$ cat config.mk
export PLATFORM = sky130hd
export DESIGN_NAME = regfile_wb_sequencer
export DESIGN_NICKNAME = d
export VERILOG_FILES = /design/src/rtl/regfile_pkg.sv /design/src/rtl/wb_entry_queue.sv /design/src/rtl/regfile_wb_sequencer.sv
export SDC_FILE = /design/constraint.sdc
export NUM_CORES = 1
export LEC_CHECK = 0
export CAP_MARGIN = 25
export CELL_PAD_IN_SITES_DETAIL_PLACEMENT = 0
export CELL_PAD_IN_SITES_GLOBAL_PLACEMENT = 1
export CORE_MARGIN = 2
export CORE_UTILIZATION = 35
export CTS_CLUSTER_DIAMETER = 40
export DETAILED_ROUTE_END_ITERATION = 6
export DONT_BUFFER_PORTS = 1
export PLACE_DENSITY = 0.65
export SLEW_MARGIN = 20
export SYNTH_ARGS = -nofsm -noshare
export SYNTH_HDL_FRONTEND = slang
export SYNTH_SLANG_ARGS = --single-unit
export TNS_END_PERCENT = 20
$ cat constraint.sdc
create_clock -name clk -period 9.94 [get_ports clk]
set_input_delay 2.982 -clock clk [delete_from_list [all_inputs] [get_ports clk]]
set_output_delay 2.982 -clock clk [all_outputs]
set_load 0.02 [all_outputs]
$ cat src/rtl/regfile_pkg.sv
// Shared widths and the queued writeback entry type for the register-file write side.
package regfile_pkg;

  localparam int DATA_W = 32;
  localparam int ADDR_W = 5;

  typedef struct packed {
    logic [ADDR_W-1:0] addr;
    logic [DATA_W-1:0] data;
  } wb_entry_t;

  localparam int ENTRY_W = $bits(wb_entry_t);

endpackage

$ cat src/rtl/wb_entry_queue.sv
// In-order FIFO of pending register-file writes; exposes every slot plus its valid bit
// so the top level can compare all queued destinations against the decoder's read indices.
module wb_entry_queue
  import regfile_pkg::*;
#(
  parameter int DEPTH = 4,
  localparam int PTR_W = $clog2(DEPTH),
  localparam int CNT_W = $clog2(DEPTH + 1)
) (
  input  logic                     clk,
  input  logic                     reset,
  input  logic                     push,
  input  logic [ADDR_W-1:0]        push_addr,
  input  logic [DATA_W-1:0]        push_data,
  input  logic                     pop,
  output logic [CNT_W-1:0]         count,
  output logic [PTR_W-1:0]         head_ptr,
  output logic [DEPTH-1:0]         valid_flat,
  output logic [DEPTH*ENTRY_W-1:0] entries_flat
);

  localparam logic [CNT_W-1:0] FULL_COUNT = CNT_W'(DEPTH);
  localparam logic [CNT_W-1:0] CNT_ONE    = CNT_W'(1);
  localparam logic [PTR_W-1:0] PTR_ONE    = PTR_W'(1);

  wb_entry_t        mem [DEPTH];
  logic [PTR_W-1:0] tail_ptr;
  logic             do_push;
  logic             do_pop;

  assign do_push = push && (count != FULL_COUNT);
  assign do_pop  = pop && (count != '0);

  // NOTE: state uses non-blocking assignments so every flop samples pre-edge values,
  // which lets a push and a pop in the same cycle see the same count and pointers.
  always_ff @(posedge clk) begin
    if (reset) begin
      head_ptr   <= '0;
      tail_ptr   <= '0;
      count      <= '0;
      valid_flat <= '0;
    end else begin
      if (do_pop) begin
        valid_flat[head_ptr] <= 1'b0;
        head_ptr             <= head_ptr + PTR_ONE;
      end
      if (do_push) begin
        valid_flat[tail_ptr] <= 1'b1;
        tail_ptr             <= tail_ptr + PTR_ONE;
      end
      case ({do_push, do_pop})
        2'b10:   count <= count + CNT_ONE;
        2'b01:   count <= count - CNT_ONE;
        default: ;
      endcase
    end
  end

  // NOTE: entry storage is not reset; the valid bits and count alone decide what is live,
  // so stale payloads are never observable and the array can map to plain registers or RAM.
  always_ff @(posedge clk) begin
    if (do_push) begin
      mem[tail_ptr] <= '{addr: push_addr, data: push_data};
    end
  end

  // NOTE: combinational blocks assign a default first so no path can infer a latch.
  always_comb begin
    entries_flat = '0;
    for (int k = 0; k < DEPTH; k++) begin
      entries_flat[k*ENTRY_W +: ENTRY_W] = mem[k];
    end
  end

endmodule

$ cat src/rtl/regfile_wb_sequencer.sv
// Writeback sequencer: arbitrates ALU/load write requests into an in-order queue, issues one
// register-file write per cycle from the queue head, and flags read-after-write hazards.
// Optional macro WB_FORWARD_EN: drive fwd_a_data/fwd_b_data with the youngest matching queued data.
module regfile_wb_sequencer
  import regfile_pkg::*;
#(
  parameter int QUEUE_DEPTH = 4,
  localparam int PTR_W = $clog2(QUEUE_DEPTH),
  localparam int CNT_W = $clog2(QUEUE_DEPTH + 1)
) (
  input  logic              clk,
  input  logic              reset,
  input  logic              alu_wr_valid,
  output logic              alu_wr_ready,
  input  logic [ADDR_W-1:0] alu_wr_addr,
  input  logic [DATA_W-1:0] alu_wr_data,
  input  logic              mem_wr_valid,
  output logic              mem_wr_ready,
  input  logic [ADDR_W-1:0] mem_wr_addr,
  input  logic [DATA_W-1:0] mem_wr_data,
  input  logic              rf_port_stall,
  output logic              rf_write_register_d,
  output logic [ADDR_W-1:0] rf_register_d,
  output logic [DATA_W-1:0] rf_data_d_in,
  input  logic [ADDR_W-1:0] query_a,
  input  logic [ADDR_W-1:0] query_b,
  output logic              hazard_a,
  output logic              hazard_b,
  output logic [DATA_W-1:0] fwd_a_data,
  output logic [DATA_W-1:0] fwd_b_data,
  output logic [CNT_W-1:0]  pending_count
);

  localparam logic [CNT_W-1:0] FULL_COUNT = CNT_W'(QUEUE_DEPTH);

  logic [CNT_W-1:0]               count;
  logic [PTR_W-1:0]               head_ptr;
  logic [QUEUE_DEPTH-1:0]         valid_flat;
  logic [QUEUE_DEPTH*ENTRY_W-1:0] entries_flat;
  wb_entry_t                      entries [QUEUE_DEPTH];
  wb_entry_t                      head_entry;
  logic                           full;
  logic                           empty;
  logic                           push;
  logic [ADDR_W-1:0]              push_addr;
  logic [DATA_W-1:0]              push_data;
  logic                           pop;

  assign full  = (count == FULL_COUNT);
  assign empty = (count == '0);

  // Ready looks only at the stored occupancy, never at this cycle's dequeue.
  assign mem_wr_ready = !reset && !full;
  assign alu_wr_ready = !reset && !full && !mem_wr_valid;

  // Loads win; when a load is presented the ALU is not ready, so at most one source enqueues.
  assign push      = (mem_wr_valid && mem_wr_ready) || (alu_wr_valid && alu_wr_ready);
  assign push_addr = mem_wr_valid ? mem_wr_addr : alu_wr_addr;
  assign push_data = mem_wr_valid ? mem_wr_data : alu_wr_data;
  assign pop       = !empty && !rf_port_stall;

  wb_entry_queue #(
    .DEPTH (QUEUE_DEPTH)
  ) u_queue (
    .clk          (clk),
    .reset        (reset),
    .push         (push),
    .push_addr    (push_addr),
    .push_data    (push_data),
    .pop          (pop),
    .count        (count),
    .head_ptr     (head_ptr),
    .valid_flat   (valid_flat),
    .entries_flat (entries_flat)
  );

  always_comb begin
    entries = '{default: '0};
    for (int k = 0; k < QUEUE_DEPTH; k++) begin
      entries[k] = wb_entry_t'(entries_flat[k*ENTRY_W +: ENTRY_W]);
    end
  end

  assign head_entry          = entries[head_ptr];
  assign rf_write_register_d = !empty;
  assign rf_register_d       = empty ? '0 : head_entry.addr;
  assign rf_data_d_in        = empty ? '0 : head_entry.data;
  assign pending_count       = count;

  // Walk slots oldest to youngest so the last match seen is the youngest write to that index.
  always_comb begin
    hazard_a = 1'b0;
    hazard_b = 1'b0;
`ifdef WB_FORWARD_EN
    fwd_a_data = '0;
    fwd_b_data = '0;
`endif
    for (int k = 0; k < QUEUE_DEPTH; k++) begin
      if (valid_flat[head_ptr + PTR_W'(k)] && entries[head_ptr + PTR_W'(k)].addr == query_a) begin
        hazard_a = 1'b1;
`ifdef WB_FORWARD_EN
        fwd_a_data = entries[head_ptr + PTR_W'(k)].data;
`endif
      end
      if (valid_flat[head_ptr + PTR_W'(k)] && entries[head_ptr + PTR_W'(k)].addr == query_b) begin
        hazard_b = 1'b1;
`ifdef WB_FORWARD_EN
        fwd_b_data = entries[head_ptr + PTR_W'(k)].data;
`endif
      end
    end
  end

`ifndef WB_FORWARD_EN
  assign fwd_a_data = '0;
  assign fwd_b_data = '0;
`endif

endmodule

## After elaboration in Yosys (flattened, before gate mapping)

Memory sizes are Yosys's and may differ from the RTL's.
Index checks and enable logic that the tools add are counted.

| storage, ports and cells | value |
|---|---|
| flip-flop bits (word level) | 11 |
| memory bits (writable) | 148 |
| logic and storage cells | 109 |
| memories | 1 |

Memory list:

| name | words | width | read ports | clocked after Yosys merged registers in | wr ports | line | text |
|---|---|---|---|---|---|---|---|
| u_queue.mem | 4 | 37 | 4 | 0 | 1 | wb_entry_queue.sv:26 | `wb_entry_t mem [DEPTH];` |

| cells by class | value |
|---|---|
| $add $sub $neg | 6 |
| order comparisons | 11 |
| equality and inequality tests | 12 |
| mux-type cells | 42 |
| bitwise operators | 7 |
| reductions and logical operators | 26 |

Operators with widths:

| operator | count |
|---|---|
| $bmux 37 s2 | 4 |
| $mux 37 | 8 |
| $mux 32 | 2 |
| $eq 5x5->1 | 8 |
| $logic_and 1x1->1 | 17 |
| $mux 1 | 16 |
| $lt 2x3->1 const B | 5 |
| $ge 3x3->1 const B | 4 |
| $mux 4 | 3 |
| $not 2->3 | 4 |
| $mux 5 | 2 |
| $bmux 1 s2 | 4 |
| $pmux 3 s2 | 1 |
| $logic_not 1->1 | 5 |
| $add 2x1->2 const B | 2 |
| $add 2x2->2 const B | 2 |
| $and 4x4->4 | 1 |
| $demux 1 s2 | 2 |
| $ge 2x1->1 const B | 2 |
| $not 4->4 | 1 |
| $or 4x4->4 | 1 |
| $add 3x1->3 const B | 1 |
| $eq 3x3->1 const B | 1 |
| $logic_not 3->1 | 1 |
| other kinds (7) | 7 |

## Longest topological paths before layout

Gate-level depths: netlist (run 1).

| depth | value |
|---|---|
| depth in word-level cells | 10 |
| depth in mapped cells | 11 |
| depth with buffers taken out | 10 |

## By module

A second synthesis (run 1) with hierarchy kept.

| unflattened totals | value |
|---|---|
| cell total of the unflattened synthesis | 530 |
| area, all modules | 8,286.7 um^2 |

By module, submodules not included:

| module | instances | cells each | area an instance (um^2) | seq. area each (um^2) |
|---|---|---|---|---|
| wb_entry_queue | 1 | 219 | 5,118.7 | 4,664.5 |
| regfile_wb_sequencer | 1 | 311 | 3,168.0 | 0.0 |

## Least setup slack after synthesis (run 1)

Ideal clock, no wire load.

| timing | value |
|---|---|
| path kind | input to output |
| start point | input mem_wr_valid |
| end point | output alu_wr_ready |
| arrival | 3.834 ns |
| data required time | 6.958 ns |
| slack | 3.124 ns |
| stages on the path | 3 |
| cell sequence | clkbuf_1 buf_1 nor2b_1 |

| on the way | value |
|---|---|
| cells in the longest elaborated chain, start to end | 2 |

RTL lines:

| item | line | text |
|---|---|---|
| from (decl) | regfile_wb_sequencer.sv:17 | `input logic mem_wr_valid,` |
| $logic_not 1->1 | regfile_wb_sequencer.sv:54 | `assign alu_wr_ready = !reset && !full && !mem_wr_valid;` |
| $logic_and 1x1->1 | regfile_wb_sequencer.sv:54 |  |
| to (decl) | regfile_wb_sequencer.sv:14 | `output logic alu_wr_ready,` |

Every way passes these cells.

## Worst setup path in the final report (run 1)

| timing | value |
|---|---|
| start point | input reset |
| end point | output alu_wr_ready |

| on the way | value |
|---|---|
| cells in the longest elaborated chain, start to end | 3 |

RTL lines:

| item | line | text |
|---|---|---|
| from (decl) | regfile_wb_sequencer.sv:12 | `input logic reset,` |
| $logic_not 1->1 | regfile_wb_sequencer.sv:54 |  |
| $logic_and 1x1->1 (2 in series) | regfile_wb_sequencer.sv:54 |  |

Every way passes these cells.

==> results of run 1 <==
-- state kept, by name, summed over array words and instances, names as in the netlist --
| name | flops |
|---|---|
| u_queue.tail_ptr | 2 |
| u_queue.valid_flat | 4 |
| u_queue.head_ptr | 2 |
| u_queue.mem | 148 |
| u_queue.count | 3 |
-- power by group --
| part | internal (mW) | switching (mW) | leakage [nW] |
|---|---|---|---|
| Combinational | 0.320 | 0.503 | 1.08 |
| Clock | 0.378 | 0.258 | 0.273 |
| Sequential | 0.817 | 0.0688 | 1.44 |
| Total | 1.52 | 0.830 | 2.80 |
-- cell type report --
type	instances	area (sq um)	share of cell area
flip-flops and latches	159	4670	0.540
multi-input cells	301	2980	0.345
clock buffers	20	447	0.0517
well taps	285	357	0.0413
clock inverters	12	135	0.0156
inverters	9	33.8	0.00391
repair buffers	3	22.5	0.00261
-- layer usage --
layer  routed length [microns]  global-route usage
met1                      6670               0.164
met2                      7920               0.223
met3                       864              0.0370
met4                       243              0.0433
met5                         0                   0
-- worst reg2reg max path: stages, from the launching register on --
cell and delay (ps):
dfxtp_1 590, inv_1 170, a31oi_1 660, o21a_1 520, inv_1 100, ha_1 230
inv_1 80, fa_1 180, xor2_1 80, or3_1 310, a21oi_1 160
-- metrics by stage --
step	std cells	cell area [sq um]	power [mW]	setup WS (ps)
5_1_grt	789	8640	2.47	2900
6_report	789	8640	2.34	2970
3_3_place_gp	757	8050	1.73	2980
4_1_cts	789	8640	2.39	2940
2_1_floorplan	555	8250	1.59	3120
3_5_place_dp	757	8060	1.75	2940
-- worst paths after layout --
kind	startpoint	endpoint	slack (ps)	depth (start not counted)
setup reg to reg	u_queue.count[0]	u_queue.count[2]	6800	10
hold reg to reg	u_queue.tail_ptr[1]	u_queue.tail_ptr[1]	560	2
setup / recovery	reset	alu_wr_ready	2970	2
hold / removal	u_queue.tail_ptr[1]	u_queue.tail_ptr[1]	560	2
-- placed cells by master (no fill, tap or decap), types with 6 or more instances in the layout --
cell,netlist,final
nor4_1,7,7
ha_1,9,9
clkbuf_16,0,17
mux2_2,37,37
nand2_1,6,6
nand3_1,8,8
xor2_1,34,34
edfxtp_1,148,148
inv_1,9,9
nor2b_1,38,38
mux4_2,55,55
xnor2_1,10,10
dfxtp_1,11,9
conb_1,1,64
nor2_1,10,10
-- kinds of logic (layout without fill, tap and decap cells) --
group / count (synthesis) / count (layout) / synth area share
buffers and inverters: 95 / 44 / 0.0776
adder cells (fa/ha/maj): 10 / 10 / 0.0166
multiplexers: 93 / 93 / 0.210
flip-flops: 159 / 159 / 0.582
AO/OA/AOI/OAI: 12 / 12 / 0.00953
other: 1 / 64 / 0.000468
AND/OR/NAND/NOR: 78 / 78 / 0.0553
XOR/XNOR: 44 / 44 / 0.0481
==> reports/results.tsv, run 1 <==
stage	metric	value	unit
status	status	complete, no violations	
clock_network	Clock Latency Late Sink	410	ps
yosys	Syn. warnings	0	
critical_path	CP startpoint kind	input pin	
global_routing	Congestion Overflow GR	0	
placement	hpwl dp	9840	microns
die	Die Width	155	microns
detailed_routing	vias per inst	5.11	
sta	Worst Max-Slew Pin Slew	753	ps
global_routing	largest net degree at the start of global routing	48	
critical_path	CP cell instances	a31oi_1, nor2b_1	
clock_network	Max clock buf depth	2	
yosys	number of synthesized flops with an enable pin	148	
yosys	#FFs+latches synth	159	
final_layout	fin nets	590	
sta	Slew headroom	0.496	
detailed_routing	post-route ant nets	0	
sta	final number of setup-violating endpoints	0	
critical_path	CP Max Fanout	12	
placement	PortBufs	0	
yosys	top-count cell post-synth	edfxtp_1	
critical_path	CP top delay family	compound AO/OA/AOI/OAI gates	
yosys	Commonest cells post-synth	edfxtp_1, buf_4, mux4_2, nor2b_1, mux2_2	
yosys	synth unique cells	32	
die	die area	24100	sq um
clock_network	CTS Buf Count	17	
job	Max-Cap Viols	0	
critical_path	crit-path max cell delay	550	ps
detailed_routing	residual DRC count	0	
yosys	synth top area cells	edfxtp_1, mux4_2, buf_4	
critical_path	CP bufs+invs	0	
die	Starting Density	0.355	
yosys	Yosys top cell by area	edfxtp_1	
critical_path	CP required	6960	ps
critical_path	Critical Path AT	3980	ps
yosys	synthesized area per cell	16.3	sq um
final_layout	post-layout util	0.383	
detailed_routing	DRT iter0 DRCs	165	
detailed_routing	Detailed Routing Iterations Pass 1	4	
sta	minimum clock period	6970	ps
critical_path	Worst path slowest cell	a31oi_1	
clock_network	CTS tree	built	
sta	Clock Skews	6.14	ps
die	Die H	155	microns
detailed_routing	DR vias	4032	
power_and_ir_drop	leak pwr	2.80	nW
global_routing	first-pass GRT wire length	23600	microns
sta	total negative slack	0	ps
clock_network	Post-CTS Hold Buffers	0	
yosys	ys async rst share	0	
yosys	top_reg_cell synth	edfxtp_1	
final_layout	layout cells sized above 1	0.264	
global_routing	vias in the first global route	4154	
final_layout	Synth-to-Final Area Change	7.94	%
sta	worst hold slack	560	ps
global_routing	GRT Total Usage	0.132	
die	row count	55	
detailed_routing	DR WL/cell	19.9	microns
critical_path	Worst setup EP type	primary output	
yosys	post-synthesis sequential area ratio	0.582	
sta	RSZ-0062 raised after global routing	false	
critical_path	critical path type	input pin to primary output	
final_layout	Ant. Diodes	0	
final_layout	# fillers	2090	
power_and_ir_drop	worst IR drop on VDD	0.128	mV
yosys	Yosys top cell area share	0.555	
die	IO Count	198	
clock_network	CTS Root Cell	clkbuf_16	
sta	Final Max Slew Viols	0	
sta	fmax	144	MHz
clock_network	CTS clk-pin slew, worst paths	60	ps
yosys	Syn Inst Count	492	
yosys	mapped cell area	8010	sq um
clock_network	depth of the CTS H-tree	4	
clock_network	post-CTS setup buffer count	0	
sta	period utilization	0.701	
detailed_routing	aggregate routed wire length	15700	microns
clock_network	# resized after CTS	0	
placement	final RePlAce weighted congestion	0.867	
clock_network	CTS Sinks	159	
die	core area	22600	sq um
power_and_ir_drop	Power Dens Cells	271	nW/um^2
global_routing	antenna violations before repair	0	
worst_hold_path	min-delay worst type	flip-flop to flip-flop	
sta	Final Hold Fails	0	
Note: power is estimated with default switching activity, not from simulation.
==> run 2: changes to the inputs <==
--- a/config.mk
+++ b/config.mk
@@ -13,7 +13,7 @@
 export CTS_CLUSTER_DIAMETER = 40
 export DETAILED_ROUTE_END_ITERATION = 6
 export DONT_BUFFER_PORTS = 1
-export PLACE_DENSITY = 0.65
+export PLACE_DENSITY = 0.67
 export SLEW_MARGIN = 20
 export SYNTH_ARGS = -nofsm -noshare
 export SYNTH_HDL_FRONTEND = slang
==> constraint.sdc (replaced) <==
create_clock -name clk -period 6.2 [get_ports clk]
set_input_delay 1.86 -clock clk [delete_from_list [all_inputs] [get_ports clk]]
set_output_delay 1.86 -clock clk [all_outputs]
set_load 0.02 [all_outputs]
==> run 2 against run 1 <==
  * Clock-buffer cell count decreased by 2
  * Register-to-register slack worse by 3600 ps
  * Cell area up 1.0%
  * Final cell count rose by 0.51%
  * Combinational power grew 63%
  * Non-clock buffer count is 5 higher
  * Die area unchanged
  * Critical path depth is 5 higher
  * Critical endpoint is now hazard_a
  * First-iteration DRC count is 8.5% higher
  * Clock power up 63%
  * Largest cell class unchanged
  * Power grew 61%
==> reports/results.tsv, run 2 (synthesis results as in run 1) <==
stage	metric	value	unit	change
clock_network	CTS Sinks	159		unchanged
job	Max-Cap Viols	0		unchanged
final_layout	fin nets	595		was 590
sta	Final Hold Fails	0		unchanged
detailed_routing	DRT iter0 DRCs	179		was 165
detailed_routing	aggregate routed wire length	15600	microns	was 15700 microns
detailed_routing	DR vias	3956		was 4032
critical_path	CP required	4340	ps	was 6960 ps
critical_path	CP bufs+invs	1		was 0
die	die area	24100	sq um	unchanged
final_layout	# fillers	2057		was 2090
sta	Final Max Slew Viols	0		unchanged
critical_path	worst r2r dst	u_queue.mem[2][13]		was u_queue.count[2]
detailed_routing	DR WL/cell	19.6	microns	was 19.9 microns
sta	final number of setup-violating endpoints	0		unchanged
placement	PortBufs	0		unchanged
final_layout	Biggest register	u_queue.mem		unchanged
final_layout	Largest regs	u_queue.mem x148, u_queue.valid_flat x4, u_queue.count x3		unchanged
critical_path	crit-path max cell delay	680	ps	was 550 ps
clock_network	CTS clk-pin slew, worst paths	60	ps	about the same
critical_path	CP Max Fanout	26		was 12
final_layout	commonest non-fill, non-tap cell in the layout	edfxtp_1		unchanged
die	Starting Density	0.355		unchanged
critical_path	CP cell instances	inv_1, ha_1, mux4_2, xor2_1, nor4_1, nand3_1, nand4_1		was a31oi_1, nor2b_1
final_layout	commonest non-fill, non-tap cells in the layout	edfxtp_1, conb_1, mux4_2		unchanged
sta	Clock Skews	10.1	ps	was 6.14 ps
final_layout	layout cells sized above 1	0.270		was 0.264
critical_path	crit path to	hazard_a		was alu_wr_ready
final_layout	Largest register FFs	148		unchanged
critical_path	Critical Path AT	3280	ps	was 3980 ps
critical_path	Reg-to-Reg Start	u_queue.count[0]		unchanged
sta	fmax	195	MHz	
final_layout	Synth-to-Final Area Change	9.03	%	was 7.94%
critical_path	CP top delay family	adder cells		was compound AO/OA/AOI/OAI gates
sta	period utilization	0.828		
placement	final RePlAce weighted congestion	0.842		was 0.867
die	row count	55		unchanged
detailed_routing	Detailed Routing Iterations Pass 1	4		unchanged
critical_path	Worst path slowest cell	ha_1		was a31oi_1
sta	minimum clock period	5140	ps	
power_and_ir_drop	Power Dens Cells	432	nW/um^2	was 271 nW/um^2
global_routing	GRT Total Usage	0.132		about the same
die	Die H	155	microns	unchanged
placement	hpwl dp	10400	microns	was 9840 microns
die	IO Count	198		unchanged
global_routing	first-pass GRT wire length	23600	microns	about the same
clock_network	# resized after CTS	0		unchanged
clock_network	Post-CTS Hold Buffers	0		unchanged
clock_network	CTS Buf Count	17		unchanged
clock_network	Clock Latency Late Sink	420	ps	was 410 ps
critical_path	CP startpoint kind	flip-flop		was input pin
critical_path	R2R cell count	5		was 10
die	Die Width	155	microns	unchanged
clock_network	Max clock buf depth	2		unchanged
detailed_routing	post-route ant nets	0		unchanged
clock_network	CTS tree	built		unchanged
global_routing	Congestion Overflow GR	0		unchanged
worst_hold_path	min-delay worst type	flip-flop to flip-flop		unchanged
critical_path	R2R Setup Slk	3240	ps	was 6800 ps
critical_path	Worst setup EP type	primary output		unchanged
clock_network	CTS Root Cell	clkbuf_16		unchanged
sta	Slew headroom	0.498		was 0.496
sta	Worst Max-Slew Pin Slew	754	ps	was 753 ps
die	core area	22600	sq um	unchanged
power_and_ir_drop	leak pwr	2.83	nW	was 2.80 nW
detailed_routing	vias per inst	4.99		was 5.11
detailed_routing	residual DRC count	0		unchanged
global_routing	antenna violations before repair	0		unchanged
critical_path	critical path type	flip-flop to primary output		was input pin to primary output
final_layout	Ant. Diodes	0		unchanged
sta	RSZ-0062 raised after global routing	false		unchanged
clock_network	post-CTS setup buffer count	0		unchanged
sta	final setup margin	1060	ps	was 2970 ps
clock_network	depth of the CTS H-tree	4		unchanged
critical_path	Critical Path Source	u_queue.head_ptr[0]		was reset
power_and_ir_drop	worst IR drop on VDD	0.192	mV	was 0.128 mV
global_routing	vias in the first global route	4128		was 4154
sta	total negative slack	0	ps	unchanged
status	status	complete, no violations		unchanged
global_routing	largest net degree at the start of global routing	48		unchanged
critical_path	cell depth of the worst setup path	7		was 2
placement	DP Worst Slack	1460	ps	was 2940 ps
worst_hold_path	hold path depth	2		unchanged
==> run 2: cell types whose count changed in the layout (fill, tap and decap cells not counted), sizes merged <==
| cell | delta |
|---|---|
| bufinv | +1 |
| inv | -1 |
| buf | +5 |
| clkinv | +1 |
| clkbuf | -2 |
==> run 2: metrics by stage <==
stage	utilization	cells	area [sq um]	hold slack [ps]	power (mW)
after global placement	0.357	758	8060	530	2.77
after CTS	0.387	793	8730	552	3.85
final	0.387	793	8730	553	3.77
after floorplan	-	555	8250	506	2.55
after global routing	0.387	793	8730	574	3.99
after detailed placement	0.361	762	8140	543	2.80
==> run 2: layout make-up <==
| type | instances | area, sq um | area share |
|---|---|---|---|
| multi-input cells | 301 | 2970 | 0.340 |
| well taps | 285 | 357 | 0.0408 |
| repair buffers | 8 | 110 | 0.0126 |
| inverters | 9 | 33.8 | 0.00387 |
| clock inverters | 13 | 164 | 0.0188 |
| clock buffers | 18 | 429 | 0.0491 |
| flip-flops and latches | 159 | 4670 | 0.535 |
==> run 2: power breakdown <==
group / internal (mW) / switching, mW / total [mW] / leakage, nW
clock network: 0.632 / 0.406 / 1.04 / 0.276
logic: 0.527 / 0.813 / 1.34 / 1.11
registers: 1.31 / 0.0885 / 1.40 / 1.44
total: 2.47 / 1.31 / 3.77 / 2.83
==> run 2: layer usage <==
metal / track usage / up-vias / share of wire / routed length (microns)
li1: - / 1751 / - / -
met1: 0.166 / 2029 / 0.43 / 6750
met2: 0.224 / 164 / 0.50 / 7860
met3: 0.0359 / 12 / 0.051 / 800
met4: 0.0406 / 0 / 0.010 / 161
met5: 0 / - / 0 / 0
==> run 2: worst register-to-register path, stage by stage, from the launching register on <==
cell and delay (ps):
dfxtp_1 540, inv_1 150, a31oi_1 570, o21a_1 490, and2_2 610, buf_12 270
==> run 2: how the worst min path moves through the flow <==
stage / from / end / slack, ps
6_report: u_queue.tail_ptr[1] / u_queue.tail_ptr[1] / 550
5_1_grt: u_queue.tail_ptr[1] / u_queue.tail_ptr[1] / 570
4_1_cts: u_queue.tail_ptr[1] / u_queue.tail_ptr[1] / 550
3_5_place_dp: u_queue.tail_ptr[1] / u_queue.tail_ptr[1] / 540
3_3_place_gp: u_queue.tail_ptr[1] / u_queue.tail_ptr[1] / 530
2_1_floorplan: u_queue.tail_ptr[1] / u_queue.tail_ptr[1] / 510
==> run 3: changes to the inputs <==
==> constraint.sdc (replaced) <==
create_clock -name clk -period 4.1 [get_ports clk]
set_input_delay 1.23 -clock clk [delete_from_list [all_inputs] [get_ports clk]]
set_output_delay 1.23 -clock clk [all_outputs]
set_load 0.02 [all_outputs]
==> run 3 against run 2 <==
  * Power rose by 51%
  * Cell area is 0.24% higher
  * Clock skew shrank 3.2 ps
  * Sequential power grew 47%
  * Non-clock buffer count is 4 higher
  * Utilization increased by 0.094 points
  * Critical path depth increased by 1
  * Clock power up 46%
  * Global-route usage increased by 0.36 points
  * Routed wire length rose by 3.4%
  * First-iteration DRC count grew 14%
  * Setup slack got worse by 860 ps
  * Critical path type unchanged
  * Highest routed layer unchanged
==> reports/results.tsv, run 3 (synthesis results as in run 1) <==
stage	metric	value	unit	change
detailed_routing	post-route ant nets	0		unchanged
sta	total negative slack	0	ps	unchanged
critical_path	crit-path max cell delay	550	ps	was 680 ps
clock_network	Max clock buf depth	2		unchanged
detailed_routing	vias per inst	5.02		was 4.99
detailed_routing	aggregate routed wire length	16100	microns	was 15600 microns
critical_path	CP cell instances	inv_1, ha_4, mux4_2, xor2_1, nor4_1, nand3_1, nand4_1, buf_4		was inv_1, ha_1, mux4_2, xor2_1, nor4_1, nand3_1, nand4_1
critical_path	Worst path slowest cell	mux4_2		was ha_1
global_routing	antenna violations before repair	0		unchanged
final_layout	commonest non-fill, non-tap cell in the layout	edfxtp_1		unchanged
worst_hold_path	min-delay worst type	flip-flop to flip-flop		unchanged
clock_network	post-CTS setup buffer count	0		unchanged
status	status	complete, no violations		unchanged
placement	hpwl dp	10700	microns	was 10400 microns
critical_path	Reg-to-Reg Start	u_queue.count[2]		was u_queue.count[0]
sta	Final Max Slew Viols	0		unchanged
sta	Final Hold Fails	0		unchanged
power_and_ir_drop	worst IR drop on VDD	0.335	mV	was 0.192 mV
global_routing	Congestion Overflow GR	0		unchanged
die	IO Count	198		unchanged
final_layout	Biggest register	u_queue.mem		unchanged
detailed_routing	Detailed Routing Iterations Pass 1	4		unchanged
critical_path	CP required	2870	ps	was 4340 ps
final_layout	commonest non-fill, non-tap cells in the layout	edfxtp_1, conb_1, mux4_2		unchanged
clock_network	CTS Buf Count	17		unchanged
final_layout	cell area after layout	8750	sq um	was 8730 sq um
die	core area	22600	sq um	unchanged
global_routing	first-pass GRT wire length	24100	microns	was 23600 microns
sta	period utilization	0.949		
clock_network	CTS Sinks	159		unchanged
die	row count	55		unchanged
power_and_ir_drop	sequential share of power	0.361		was 0.370
power_and_ir_drop	Power Dens Cells	653	nW/um^2	was 432 nW/um^2
clock_network	# resized after CTS	1		was 0
final_layout	Largest register FFs	148		unchanged
power_and_ir_drop	clock power share	0.265		was 0.275
final_layout	Largest regs	u_queue.mem x148, u_queue.valid_flat x4, u_queue.count x3		unchanged
clock_network	Post-CTS Hold Buffers	0		unchanged
final_layout	FF+latch area	4670	sq um	unchanged
final_layout	layout cells sized above 1	0.275		was 0.270
sta	Clock Skews	6.85	ps	was 10.1 ps
die	die area	24100	sq um	unchanged
critical_path	worst r2r dst	u_queue.count[2]		was u_queue.mem[2][13]
critical_path	critical path type	flip-flop to primary output		unchanged
worst_hold_path	Hold Path End	u_queue.tail_ptr[1]		unchanged
final_layout	fin nets	599		was 595
critical_path	CP startpoint kind	flip-flop		unchanged
clock_network	depth of the CTS H-tree	4		unchanged
power_and_ir_drop	final total power	5.71	mW	was 3.77 mW
clock_network	CTS Root Cell	clkbuf_16		unchanged
detailed_routing	DR vias	4003		was 3956
critical_path	R2R Setup Slk	1310	ps	was 3240 ps
final_layout	post-layout util	0.388		was 0.387
critical_path	Critical Path AT	2660	ps	was 3280 ps
sta	RSZ-0062 raised after global routing	false		unchanged
sta	minimum clock period	3890	ps	
sta	Worst Max-Slew Pin Slew	723	ps	was 754 ps
clock_network	CTS clk-pin slew, worst paths	60	ps	about the same
placement	final RePlAce weighted congestion	0.839		was 0.842
job	Max-Cap Viols	0		unchanged
worst_hold_path	hold path depth	2		unchanged
critical_path	Worst setup EP type	primary output		unchanged
detailed_routing	DRT iter0 DRCs	204		was 179
global_routing	GRT Total Usage	0.136		was 0.132
die	Die H	155	microns	unchanged
detailed_routing	residual DRC count	0		unchanged
sta	Slew headroom	0.518		was 0.498
critical_path	CP Max Fanout	10		was 26
power_and_ir_drop	leak pwr	2.85	nW	was 2.83 nW
worst_hold_path	hold path start	u_queue.tail_ptr[1]		unchanged
sta	fmax	257	MHz	
die	Starting Density	0.355		unchanged
clock_network	CTS tree	built		unchanged
power_and_ir_drop	cell internal pwr	3.70	mW	was 2.47 mW
final_layout	Ant. Diodes	0		unchanged
detailed_routing	DR WL/cell	20.2	microns	was 19.6 microns
critical_path	R2R cell count	9		was 5
sta	final number of setup-violating endpoints	0		unchanged
power_and_ir_drop	Gate power share	0.374		was 0.355
clock_network	Clock Latency Late Sink	410	ps	was 420 ps
power_and_ir_drop	sw frac	0.352		was 0.346
placement	Post-DP Area	8170	sq um	was 8140 sq um
placement	PortBufs	0		unchanged
final_layout	Synth-to-Final Area Change	9.30	%	was 9.03%
final_layout	area of the multi-input gates	2980	sq um	was 2970 sq um
power_and_ir_drop	Psw	2.01	mW	was 1.31 mW
die	Die Width	155	microns	unchanged
global_routing	largest net degree at the start of global routing	48		unchanged
global_routing	vias in the first global route	4072		was 4128
final_layout	# fillers	2062		was 2057
-- run 3: critical path: cells and delay by family (launching register included) --
family | cells | cell delay, ps
xor gates and xnor gates | 1 | 160
adders and majority gates | 1 | 370
buffers and inverters | 2 | 220
DFF | 1 | 340
muxes | 1 | 550
and+or+nand+nor | 3 | 620
-- run 3: worst max-delay path by stage --
stage                              from  slack [ps]               to  cells after the start
finish              u_queue.head_ptr[0]         210         hazard_b                      8
floorplan           u_queue.head_ptr[0]          20         hazard_b                     10
detailed placement  u_queue.head_ptr[0]         420         hazard_b                      8
global route        u_queue.head_ptr[0]          20  rf_data_d_in[0]                      4
CTS                 u_queue.head_ptr[0]          80         hazard_b                      8
global placement    u_queue.head_ptr[0]         450         hazard_b                      8
-- run 3: power by group through the flow --
stage | clock network (mW) | logic [mW] | registers [mW]
3_5_place_dp | 0 | 2.17 | 2.10
5_1_grt | 1.63 | 2.33 | 2.07
4_1_cts | 1.55 | 2.18 | 2.06
3_3_place_gp | 0 | 2.15 | 2.09
2_1_floorplan | 0 | 1.78 | 2.08
6_report | 1.52 | 2.14 | 2.06
-- run 3: cell type report --
| type | count | area share |
|---|---|---|
| multi-input combinational | 301 | 0.341 |
| clock inverter | 13 | 0.0159 |
| inverter | 9 | 0.00386 |
| timing repair buffer | 12 | 0.0160 |
| sequential | 159 | 0.533 |
| tap | 285 | 0.0407 |
| clock buffer | 19 | 0.0495 |
-- run 3: through the flow --
step | setup slack, ps | cells | hold slack, ps
final | 208 | 798 | 562
after global routing | 18.8 | 798 | 570
after CTS | 82.3 | 798 | 563
after detailed placement | 419 | 766 | 549
after global placement | 447 | 766 | 522
after floorplan | 20.3 | 555 | 506
-- run 3: layer usage --
metal,part of all wire,track usage,vias to the layer above
met5,0,0,-
li1,-,-,1760
met1,0.43,0.171,2053
met3,0.053,0.0343,13
met2,0.51,0.234,177
met4,0.0095,0.0380,0
==> patch 1, RTL diff (config.mk and constraints of run 3) <==
Reset style: asynchronous (`reset`), changed in one clocked block.
--- a/src/rtl/wb_entry_queue.sv
+++ b/src/rtl/wb_entry_queue.sv
@@ -33,7 +33,7 @@
 
   // NOTE: state uses non-blocking assignments so every flop samples pre-edge values,
   // which lets a push and a pop in the same cycle see the same count and pointers.
-  always_ff @(posedge clk) begin
+  always_ff @(posedge clk or posedge reset) begin
     if (reset) begin
       head_ptr   <= '0;
       tail_ptr   <= '0;
Formal check against the unedited RTL: differs if reset is asserted again (counterexample within 4 cycles, from zero or initial values and one cycle with reset high); with reset held inactive, the same outputs for 4 cycles.
==> patch 1 against run 3 <==
  * Routed wire length is 1.2% lower
  * Final area is 1.8% higher
  * Die area is 0.29% higher
  * Clock power is 5% higher
  * First-iteration DRC count is 6.4% higher
  * Synthesized area is 0.30% higher
  * Total power is 18% higher
  * Setup slack worse by 100 ps
  * Sequential cell count stayed put
==> patch 1: results (changes against run 3) <==
| Stage | Metric | Reported | vs run 3 |
|:---|:---|:---|:---|
| global routing | Wire length of the first global-routing pass | 23,380 um | was 24,120 um |
| worst setup path | Start of the worst register-to-register path | u_queue.count[0] | was u_queue.count[2] |
| drt | Wire length on met2 | 7759 um | was 8157 um |
| synthesis | Area contributors post-synth | sky130_fd_sc_hd__edfxtp_1 (55%), sky130_fd_sc_hd__mux4_2 (15%), sky130_fd_sc_hd__buf_4 (6.3%), sky130_fd_sc_hd__mux2_2 (5.2%), sky130_fd_sc_hd__xor2_1 (3.7%) | was sky130_fd_sc_hd__edfxtp_1 (55%), sky130_fd_sc_hd__mux4_2 (15%), sky130_fd_sc_hd__buf_4 (6.2%), sky130_fd_sc_hd__mux2_2 (5.2%), sky130_fd_sc_hd__xor2_1 (3.7%) |
| worst hold path | Beginning of the worst hold path | u_queue.valid_flat[1] | was u_queue.tail_ptr[1] |
| worst hold path | Hold path cells | 1 | was 2 |
| pwr | Total internal power | 4.214 mW | was 3.704 mW |
| synthesis | Most common library cells after synthesis | sky130_fd_sc_hd__edfxtp_1 (148), sky130_fd_sc_hd__buf_4 (67), sky130_fd_sc_hd__mux4_2 (54), sky130_fd_sc_hd__nor2b_1 (38), sky130_fd_sc_hd__mux2_2 (37) | was sky130_fd_sc_hd__edfxtp_1 (148), sky130_fd_sc_hd__buf_4 (66), sky130_fd_sc_hd__mux4_2 (55), sky130_fd_sc_hd__nor2b_1 (38), sky130_fd_sc_hd__mux2_2 (37) |
| pwr | Max rail drop VDD | 0.3359 mV | was 0.3348 mV |
| cells and area | Filler Cell Count | 2,025 | was 2,062 |
| cells and area | Clock network share of area | 6.922% | was 6.532% |
| global routing | Largest net degree at the start of global routing | 47 | was 48 |
| global routing | Grt met2 use | 21.05% | was 23.41% |
| cells and area | Sequential standard cell area | 4725 um^2 | was 4669 um^2 |
| timing | Worst Hold Margin | 552.5 ps | was 561.9 ps |
| worst setup path | Worst-path fanout max | 5 | was 10 |
| status | Status | completed | unchanged |
| worst setup path | Minimum setup slack among reg-to-reg paths | 1420 ps | was 1310 ps |
| global routing | Grt met1 use | 17.36% | was 17.10% |
| drt | Drt initial violations | 217 | was 204 |
| worst setup path | Reg-to-reg critical path endpoint | u_queue.count[2] | unchanged |
| global routing | Met3 capacity usage during global routing | 3.510% | was 3.426% |
| drt | Total via count after detailed routing | 3,996 | was 4,003 |
| drt | Post-Route M1 WL | 6860 um | was 6942 um |
| placement | Final estimated routing congestion in global placement | 0.9349 | was 0.8387 |
| worst setup path | Logic depth of the worst setup path including buffers | 9 | was 8 |
| worst setup path | Family of cells with the greatest summed delay on the critical path | multiplexers | was simple AND/OR/NAND/NOR gates |
[patch 1: cell types whose count changed after synthesis, sizes merged, moves of 3 or more]
cell   delta
dfxtp    -11
a21oi     -3
a22oi     -4
nor2      -8
dfrtp    +11
a21o      +4
[patch 1: kinds of logic after synthesis]
logic type | share of synthesized area [%]
compound gates | 0.6699
xor+xnor | 4.907
fa+ha+maj | 1.651
buf+inv | 7.882
flops | 58.75
mux | 21.11
other cells | 0.04668
simple gates | 4.984
[patch 1: through the flow]
step                      worst slack (ps)  instance area, um^2  cells
after floorplan                      7.618                 8270    543
after global placement               309.2                 8178    755
after detailed placement             333.6                 8178    755
after CTS                            26.33                 8815    787
after global routing                 4.796                 8911    795
final                                104.3                 8911    795
[patch 1: timing repair]
item,CTS,global route
hold endpoints to repair,0,0
gates resized for setup,4,7
pin swaps,0,5
gates cloned,0,1
setup buffers,0,7
endpoints found under the setup margin,2,2
==> patch 2, RTL diff (settings of run 3) <==
Made on the original files. Add a define of `WB_FORWARD_EN`.
--- a/src/rtl/regfile_wb_sequencer.sv
+++ b/src/rtl/regfile_wb_sequencer.sv
@@ -1,6 +1,8 @@
 // Writeback sequencer: arbitrates ALU/load write requests into an in-order queue, issues one
 // register-file write per cycle from the queue head, and flags read-after-write hazards.
 // Optional macro WB_FORWARD_EN: drive fwd_a_data/fwd_b_data with the youngest matching queued data.
+`define WB_FORWARD_EN
+
 module regfile_wb_sequencer
   import regfile_pkg::*;
 #(
Formal check against the unedited RTL: not equivalent (a bounded check fails within 4 cycles, from zero or initial values and one cycle with reset high).
==> patch 2 against run 3 <==
  * Die area increased by 47%
  * Routed wire length increased by 130%
  * Total power rose by 49%
  * The flow now finishes with violations (setup timing)
  * Via count up 110%
  * Sequential cell count stayed put
  * Critical endpoint is now fwd_a_data[0]
  * Largest power group unchanged
  * Synthesized area rose by 48%
  * Sequential power increased by 4%
  * Maximum frequency down 12%
  * Setup slack got worse by 520 ps
  * Final area increased by 72%
==> patch 2: results (changes against run 3) <==
| Stage | Metric | Reported | vs run 3 |
|:---|:---|:---|:---|
| status | Status | complete, but fails checks | was completed |
| synthesis | Register area share after synthesis | 39.30% | was 58.24% |
| synthesis | Cells after synthesis | 874 | was 492 |
| global routing | GR Util All Layers | 21.08% | was 13.59% |
| placement | Post-placement setup slack | -78.58 ps | was 418.9 ps |
| worst hold path | Beginning of the worst hold path | u_queue.valid_flat[0] | was u_queue.tail_ptr[1] |
| drt | Post-Route M1 WL | 15,890 um | was 6942 um |
| timing | Worst Setup Slack, final | -307.8 ps | was 207.7 ps |
| worst setup path | Family of cells with the greatest summed delay on the critical path | compound AO/OA/AOI/OAI gates | was simple AND/OR/NAND/NOR gates |
| worst setup path | Minimum setup slack among reg-to-reg paths | 1330 ps | was 1310 ps |
| drt | Detail Route met3 WL | 2681 um | was 850 um |
| placement | Placed insts | 1,335 | was 766 |
| clocking | Total setup buffers inserted after CTS | 22 | was 0 |
| worst setup path | Worst-path fanout max | 6 | was 10 |
| placement | Post-detailed-placement cell area | 13,270 um^2 | was 8169 um^2 |
| worst setup path | Data arrival time of the critical path | 3180 ps | was 2660 ps |
| status | Violations in the final reports | setup timing |  |
| timing | Post-Route Setup TNS | -12,140 ps | was 0 ps |
| drt | Total via count after detailed routing | 8,493 | was 4,003 |
| cells and area | Post-layout nets | 1,048 | was 599 |
| pwr | Power drawn by the clock network | 1.43 mW | was 1.52 mW |
| drt | First-pass detailed-route iteration total | 5 | was 4 |
| synthesis | Area contributors post-synth | sky130_fd_sc_hd__edfxtp_1 (37%), sky130_fd_sc_hd__mux4_2 (24%), sky130_fd_sc_hd__mux2i_1 (5.9%), sky130_fd_sc_hd__mux2_2 (4.6%), sky130_fd_sc_hd__a22oi_1 (3.2%) | was sky130_fd_sc_hd__edfxtp_1 (55%), sky130_fd_sc_hd__mux4_2 (15%), sky130_fd_sc_hd__buf_4 (6.2%), sky130_fd_sc_hd__mux2_2 (5.2%), sky130_fd_sc_hd__xor2_1 (3.7%) |
| drt | Wire length on met2 | 17,880 um | was 8157 um |
| timing | Final setup vio count | 65 | was 0 |
| pwr | Total internal power | 4.993 mW | was 3.704 mW |
| global routing | Number of global-route vias before repair | 8,589 | was 4,072 |
| timing | Slew HR | 49.69% | was 51.78% |
| pwr | Leakage power figure | 4.601 nW | was 2.846 nW |
| worst setup path | Critical path endpoint | fwd_a_data[0] | was hazard_b |
| clocking | Clock insertion delay at the later pin of the skew report | 430 ps | was 410 ps |
| clocking | Resize count post-CTS | 95 | was 1 |
| drt | Routed via count divided by cell count | 6.023 | was 5.016 |
| drt | Drt initial violations | 524 | was 204 |
| pwr | Share of total power in combinational logic | 58.2% | was 37.4% |
| global routing | Grt met2 use | 34.27% | was 23.41% |
-- patch 2: logic make-up after synthesis --
kind of cell	Yosys count	share of synthesized area, %
AO/OA/AOI/OAI	181	10.49
flip-flops	159	39.30
multiplexers	250	35.50
XOR/XNOR	48	3.542
AND/OR/NAND/NOR	136	6.346
adder cells (fa/ha/maj)	10	1.117
buffers and inverters	90	3.710
-- patch 2: per-stage QoR --
step / power [mW] / hold WS (ps)
2_1_floorplan: 5.844 / 484.9
3_3_place_gp: 6.618 / 516.0
3_5_place_dp: 6.654 / 536.9
4_1_cts: 8.391 / 547.8
5_1_grt: 9.006 / 574.3
6_report: 8.535 / 548.5
-- patch 2: final cells by class --
class | count | area [um^2]
Multi-Input combinational cell | 625 | 7649
Sequential cell | 159 | 4672
Clock buffer | 19 | 432.9
Clock inverter | 13 | 91.34
Inverter | 13 | 51.30
Tap cell | 448 | 560.5
Timing Repair Buffer | 133 | 1643
Fill cell | 2987 | 18350
